`src/rtl/ahb_sram_slave.sv`:
```
// ahb_sram_slave
//   AHB-Lite slave backed by a flop-based word array.
//   Each accepted transfer takes WAIT_STATES stall cycles before it
//   completes with OKAY. Misaligned or oversized transfers get the
//   two-cycle ERROR response and leave storage untouched.
//
// Ports
//   clk        system clock, rising edge
//   reset      asynchronous active-high reset
//   hsel       slave select
//   haddr      address-phase byte address
//   htrans     transfer type (IDLE/BUSY/NONSEQ/SEQ)
//   hwrite     address-phase direction, 1 = write
//   hsize      address-phase size (0 byte, 1 halfword, 2 word)
//   hwdata     data-phase write data
//   hready     bus-level ready; the address phase is sampled only when high
//   hreadyout  slave ready for the current data phase
//   hresp      0 OKAY, 1 ERROR
//   hrdata     read data, non-zero only on a read completion cycle
//
// FSM
//   state | meaning
//   IDLE  | no data phase in progress, ready for an address phase
//   WAIT  | valid transfer stalled by the wait-state down-counter
//   XFER  | completion cycle; reads drive hrdata, writes commit at its end
//   ERR1  | first ERROR cycle (hreadyout low)
//   ERR2  | second ERROR cycle (hreadyout high), may accept a new transfer
module ahb_sram_slave #(
  parameter int DEPTH       = 64,
  parameter int WAIT_STATES = 1
) (
  input  logic        clk,
  input  logic        reset,
  input  logic        hsel,
  input  logic [31:0] haddr,
  input  logic [1:0]  htrans,
  input  logic        hwrite,
  input  logic [2:0]  hsize,
  input  logic [31:0] hwdata,
  input  logic        hready,
  output logic        hreadyout,
  output logic        hresp,
  output logic [31:0] hrdata
);

  localparam int AW = $clog2(DEPTH);

  typedef enum logic [2:0] {
    ST_IDLE,
    ST_WAIT,
    ST_XFER,
    ST_ERR1,
    ST_ERR2
  } state_t;

  state_t state, state_nxt;

  logic [2:0]    wait_cnt;
  logic          load_cnt;
  logic [AW-1:0] cap_idx;
  logic [1:0]    cap_off;
  logic [1:0]    cap_size;
  logic          cap_write;
  logic [31:0]   mem [DEPTH];

  logic          can_sample;
  logic          accept;
  logic          addr_err;
  logic [3:0]    byte_en;
  logic [31:0]   wmask;

  // Address bits above the word index alias; htrans[0] only separates SEQ from NONSEQ.
  logic unused_bits;
  assign unused_bits = ^{haddr[31:AW+2], htrans[0]};

  // The address phase is only looked at in cycles where this slave shows hreadyout=1.
  assign can_sample = (state == ST_IDLE) || (state == ST_XFER) || (state == ST_ERR2);
  assign accept     = can_sample && hsel && hready && htrans[1];

  assign addr_err = (hsize > 3'd2) ||
                    ((hsize == 3'd1) && haddr[0]) ||
                    ((hsize == 3'd2) && (haddr[1:0] != 2'b00));

  always_ff @(posedge clk or posedge reset) begin
    if (reset) begin
      state <= ST_IDLE;
    end else begin
      state <= state_nxt;
    end
  end

  always_comb begin
    state_nxt = state;
    hreadyout = 1'b1;
    hresp     = 1'b0;
    load_cnt  = 1'b0;
    case (state)
      ST_IDLE, ST_XFER, ST_ERR2: begin
        hresp = (state == ST_ERR2);
        if (accept) begin
          if (addr_err) begin
            state_nxt = ST_ERR1;
          end else if (WAIT_STATES > 0) begin
            state_nxt = ST_WAIT;
            load_cnt  = 1'b1;
          end else begin
            state_nxt = ST_XFER;
          end
        end else begin
          state_nxt = ST_IDLE;
        end
      end
      ST_WAIT: begin
        hreadyout = 1'b0;
        // Terminal count: the counter reads 1 in the last stall cycle.
        if (wait_cnt <= 3'd1) begin
          state_nxt = ST_XFER;
        end
      end
      ST_ERR1: begin
        hreadyout = 1'b0;
        hresp     = 1'b1;
        state_nxt = ST_ERR2;
      end
      default: begin
        state_nxt = ST_IDLE;
      end
    endcase
  end

  always_ff @(posedge clk or posedge reset) begin
    if (reset) begin
      wait_cnt <= 3'd0;
    end else if (load_cnt) begin
      wait_cnt <= 3'(WAIT_STATES);
    end else if ((state == ST_WAIT) && (wait_cnt != 3'd0)) begin
      wait_cnt <= wait_cnt - 3'd1;
    end
  end

  always_ff @(posedge clk or posedge reset) begin
    if (reset) begin
      cap_idx   <= '0;
      cap_off   <= 2'b00;
      cap_size  <= 2'b00;
      cap_write <= 1'b0;
    end else if (accept && !addr_err) begin
      cap_idx   <= haddr[AW+1:2];
      cap_off   <= haddr[1:0];
      cap_size  <= hsize[1:0];
      cap_write <= hwrite;
    end
  end

  always_comb begin
    case (cap_size)
      2'd0:    byte_en = 4'b0001 << cap_off;
      2'd1:    byte_en = cap_off[1] ? 4'b1100 : 4'b0011;
      default: byte_en = 4'b1111;
    endcase
  end

  assign wmask = {{8{byte_en[3]}}, {8{byte_en[2]}}, {8{byte_en[1]}}, {8{byte_en[0]}}};

  // The write lands on the edge that ends XFER, so a following read's XFER sees it.
  always_ff @(posedge clk or posedge reset) begin
    if (reset) begin
      for (int i = 0; i < DEPTH; i++) begin
        mem[i] <= '0;
      end
    end else if ((state == ST_XFER) && cap_write) begin
      mem[cap_idx] <= (mem[cap_idx] & ~wmask) | (hwdata & wmask);
    end
  end

  assign hrdata = ((state == ST_XFER) && !cap_write) ? mem[cap_idx] : 32'h0;

endmodule

```
`config.mk`:
```
export PLATFORM = sky130hd
export DESIGN_NAME = ahb_sram_slave
export DESIGN_NICKNAME = d
export VERILOG_FILES = /design/src/rtl/ahb_sram_slave.sv
export SDC_FILE = /design/constraint.sdc
export NUM_CORES = 2
export LEC_CHECK = 0
export CAP_MARGIN = 30
export CORE_ASPECT_RATIO = 1.2
export CORE_MARGIN = 2
export CORE_UTILIZATION = 55
export CTS_CLUSTER_DIAMETER = 150
export CTS_CLUSTER_SIZE = 30
export DETAILED_ROUTE_END_ITERATION = 8
export PLACE_DENSITY = 0.71
export REMOVE_ABC_BUFFERS = 1
export SLEW_MARGIN = 20
export SYNTH_ARGS = -nofsm -noshare
export SYNTH_HDL_FRONTEND = slang
export SYNTH_SLANG_ARGS = --single-unit
```
`constraint.sdc`:
```
create_clock -name clk -period 127.3 [get_ports clk]
set_clock_uncertainty 0.1 [all_clocks]
set_input_delay 25.46 -clock clk [delete_from_list [all_inputs] [get_ports clk]]
set_output_delay 25.46 -clock clk [all_outputs]
set_load 0.01 [all_outputs]
```
==> reports/metrics.cfg <==
[critical_path]
critical_path_buf_inv_count=5
cp_common_cell=sky130_fd_sc_hd__buf_4
worst_setup_path_startpoint=cap_idx[0]$_DFFE_PP0P_
reg2reg_depth=12
critPathArrivalTime_ns=6.84
rrSetupSlack_ns=121.07
critical_path.endpoint_type=output pin
worst_ep_required_time_ns=101.74
path_depth=12
reg2reg_from=cap_idx[0]$_DFFE_PP0P_
timing.critical_path.to=hrdata[28]
timing.rr.end=mem[1564]$_DFFE_PP0P_
max_stage_delay_ns=0.81
timing_worst_setup_path_type=flop to output pin
crit_chain=buf_4 -> buf_4 -> nor2b_4 -> buf_4 -> buf_4 -> a221oi_1 -> o22a_1 -> o21ai_0 -> or4_1 -> nor2_1 -> nor2_1 -> clkdlybuf4s50_1
critical_path.top_delay_family=buffers and inverters
crit_path_max_fanout=46
start_kind=flop
master_of_the_slowest_instance_on_the_critical_path=sky130_fd_sc_hd__buf_4

[cells_and_area]
area_growth_syn_to_layout_pct=5.07
fraction_of_layout_instances_using_a_drive_strength_above_1_pct=9.67
final_net_count=8697

[timing]
highest_achievable_clock_rate_ghz=0.0309
report.final.slew_viol_count=0
finalHoldWorstSlack_ns=0.382
setup_repair_after_global_routing_missed_its_margin=no
slew_at_the_pin_closest_to_its_max_slew_limit_ns=1.08
final-hold-violation-count=0
setup_failing_eps_final=0
timing.slew.headroom_pct=28.0
timing.final.crit_period_ns=32.40
layout_worst_path_cycle_share_pct=25.5
tns_ns=0

[pwr]
powerDensity_mw_per_mm2=19.5
static-leakage-power_nw=43.8
ir_worst_vdd_v=0.0000245
fin_total_pwr_mw=1.88

[placement]
io_buffers=82
detailed_place_hpwl_mm=176
routabilityCongestion=0.858

[yosys]
ys_seq_elements=2065
yosys.cell_types.count=83
synth_async_sr_flop_share_pct=100
syn_avg_cell_area_um2=9.94
synth_enable_flop_cells=0
synth-warning-count=0
netlist_area_mm2=0.0917
syn_inst=9223
synth_flop_cell=sky130_fd_sc_hd__dfrtp_1
part_of_the_yosys_area_used_for_sequential_elements_pct=56.4

[floorplanning]
chipWidth_um=377
die_y_um=451
fp.coreArea_mm2=0.166
rows=164
fp.dieArea_mm2=0.170
floorplan.io_pins=108
initial_utilization_pct=55.2

[drt]
first_iter_violations=9708
routed_wirelength_mm=321
routed_wire_length_per_instance_um=29.7
ant_nets=0
route.detailed.vias_per_inst=6.80
drcViolationCount=0
drt_first_pass_iters=6
vias=73400

[min_path]
min_path_type=flop to flop

[status]
outcome=finished, final reports clean

[global_route]
antenna_found_initial=6
grt_first_pass_wirelength_mm=474
via_count_of_the_first_global_routing_pass=70400
globalRouteOverflowTotal=0
grt_usage_pct=37.8
grt_start_max_net_pins=177

[clock_tree]
cts_htree_levels=3
post_cts.repair.setup_buffers=0
clk_pin_slew_worst_paths_ns=0.11
hold_buffers=0
ctsRootBufferMaster=sky130_fd_sc_hd__clkbuf_16
cts.path.max_buffers=3
tritoncts=done
post_cts_resize_count=0
cts_inserted_buffers=78
numClockSinks=2065
clk_latency_ns=0.78

[flow_run]
maxCapViolCount=0

==> cell type report <==
class | instances | area, um^2
repair buffers | 313 | 3370
fillers | 14000 | 69700
clock inverters | 5 | 42.5
inverters | 11 | 63.8
clock buffers | 82 | 2030
well taps | 2158 | 2700
multi-input cells | 6152 | 36400
flip-flops and latches | 2065 | 51700
diodes | 6 | 15.0
==> registers in the layout, summed over array words and instances (netlist names) <==
name and flops:
cap_off 2, cap_size 2, cap_write 1, cap_idx 6, mem 2048, state 3
wait_cnt 3
==> power breakdown <==
group | total, mW | switching, mW | leakage, nW | internal [mW]
registers | 0.752 | 0.0360 | 18.9 | 0.716
clock network | 0.320 | 0.204 | 1.02 | 0.116
logic | 0.803 | 0.566 | 23.9 | 0.237
total | 1.88 | 0.806 | 43.8 | 1.07
==> cells in the mapped netlist (all sizes together) (18+ instances only) <==
library cell	count	area, um^2
clkbuf	676	2540
nand3	80	400
o22ai	129	813
nor2b	19	129
a221oi	468	4100
nand2	1978	7420
or3b	75	657
nand4	19	119
dfrtp	2065	51700
nor2	67	256
o21ai	1960	9810
a22o	41	359
and3b	64	561
a31oi	31	194
o22a	24	210
mux2i	90	913
and3	40	250
a22oi	118	886
o221ai	18	158
nor3b	40	300
nand2b	28	175
a221o	25	250
a21oi	158	795
nand3b	141	1060
nor3	28	140
mux2	280	3160
o41ai	22	193
buf	319	1850
mux4	34	766
==> worst min path at each step <==
| stage | endpoint | cells after the start | start |
|---|---|---|---|
| floorplan | mem[352]$_DFFE_PP0P_ | 2 | mem[352]$_DFFE_PP0P_ |
| global placement | mem[1505]$_DFFE_PP0P_ | 2 | mem[1505]$_DFFE_PP0P_ |
| detailed placement | mem[176]$_DFFE_PP0P_ | 2 | mem[176]$_DFFE_PP0P_ |
| CTS | mem[176]$_DFFE_PP0P_ | 2 | mem[176]$_DFFE_PP0P_ |
| global route | mem[13]$_DFFE_PP0P_ | 2 | mem[13]$_DFFE_PP0P_ |
| finish | mem[1974]$_DFFE_PP0P_ | 2 | mem[1974]$_DFFE_PP0P_ |
==> per-layer routing <==
layer / GRT usage, % / vias up / routed length, um
met2: 56.2 / 4372 / 139000
met5: 0.686 / - / 248
met3: 9.16 / 1042 / 37200
met1: 50.4 / 36600 / 121000
met4: 22.3 / 8 / 23000
li1: - / 31400 / -
==> stage by stage <==
stage                     util [%]  cell area [um^2]  instances  setup slack, ns
after global routing          58.0             96300      10800            95.01
after detailed placement      56.5             93800      10700            96.06
after floorplan                  -             87300       8228            43.41
final                         58.0             96300      10800            94.90
after CTS                     57.7             95900      10800            95.29
after global placement        56.2             93300      10700            96.12
==> cell usage in the layout, fill, tap and decap left out, types with 118 or more instances in the layout <==
cell / netlist / layout
sky130_fd_sc_hd__o21ai_0: 1938 / 1938
sky130_fd_sc_hd__dfrtp_1: 2065 / 2062
sky130_fd_sc_hd__nand2_1: 1978 / 1914
sky130_fd_sc_hd__mux2_2: 279 / 279
sky130_fd_sc_hd__a21oi_1: 157 / 154
sky130_fd_sc_hd__o22ai_1: 128 / 128
sky130_fd_sc_hd__a221oi_1: 468 / 468
sky130_fd_sc_hd__buf_4: 62 / 178
sky130_fd_sc_hd__a22oi_1: 118 / 118
sky130_fd_sc_hd__nand3b_1: 141 / 141
==> tightest hold or removal path: stages, from the launching register on <==
cell and delay (ns):
sky130_fd_sc_hd__dfrtp_1 0.35, sky130_fd_sc_hd__nand2_1 0.05, sky130_fd_sc_hd__o21ai_0 0.06
==> cell families after synthesis <==
kind of cell / count (synthesis) / synth area share [%]
simple gates: 2625 / 12.9
mux: 404 / 5.27
xor+xnor: 2 / 0.0191
compound gates: 3119 / 20.6
fa+ha+maj: 2 / 0.0273
buf+inv: 1006 / 4.83
flops: 2065 / 56.4
No activity file was read; power rests on OpenSTA's default activity.
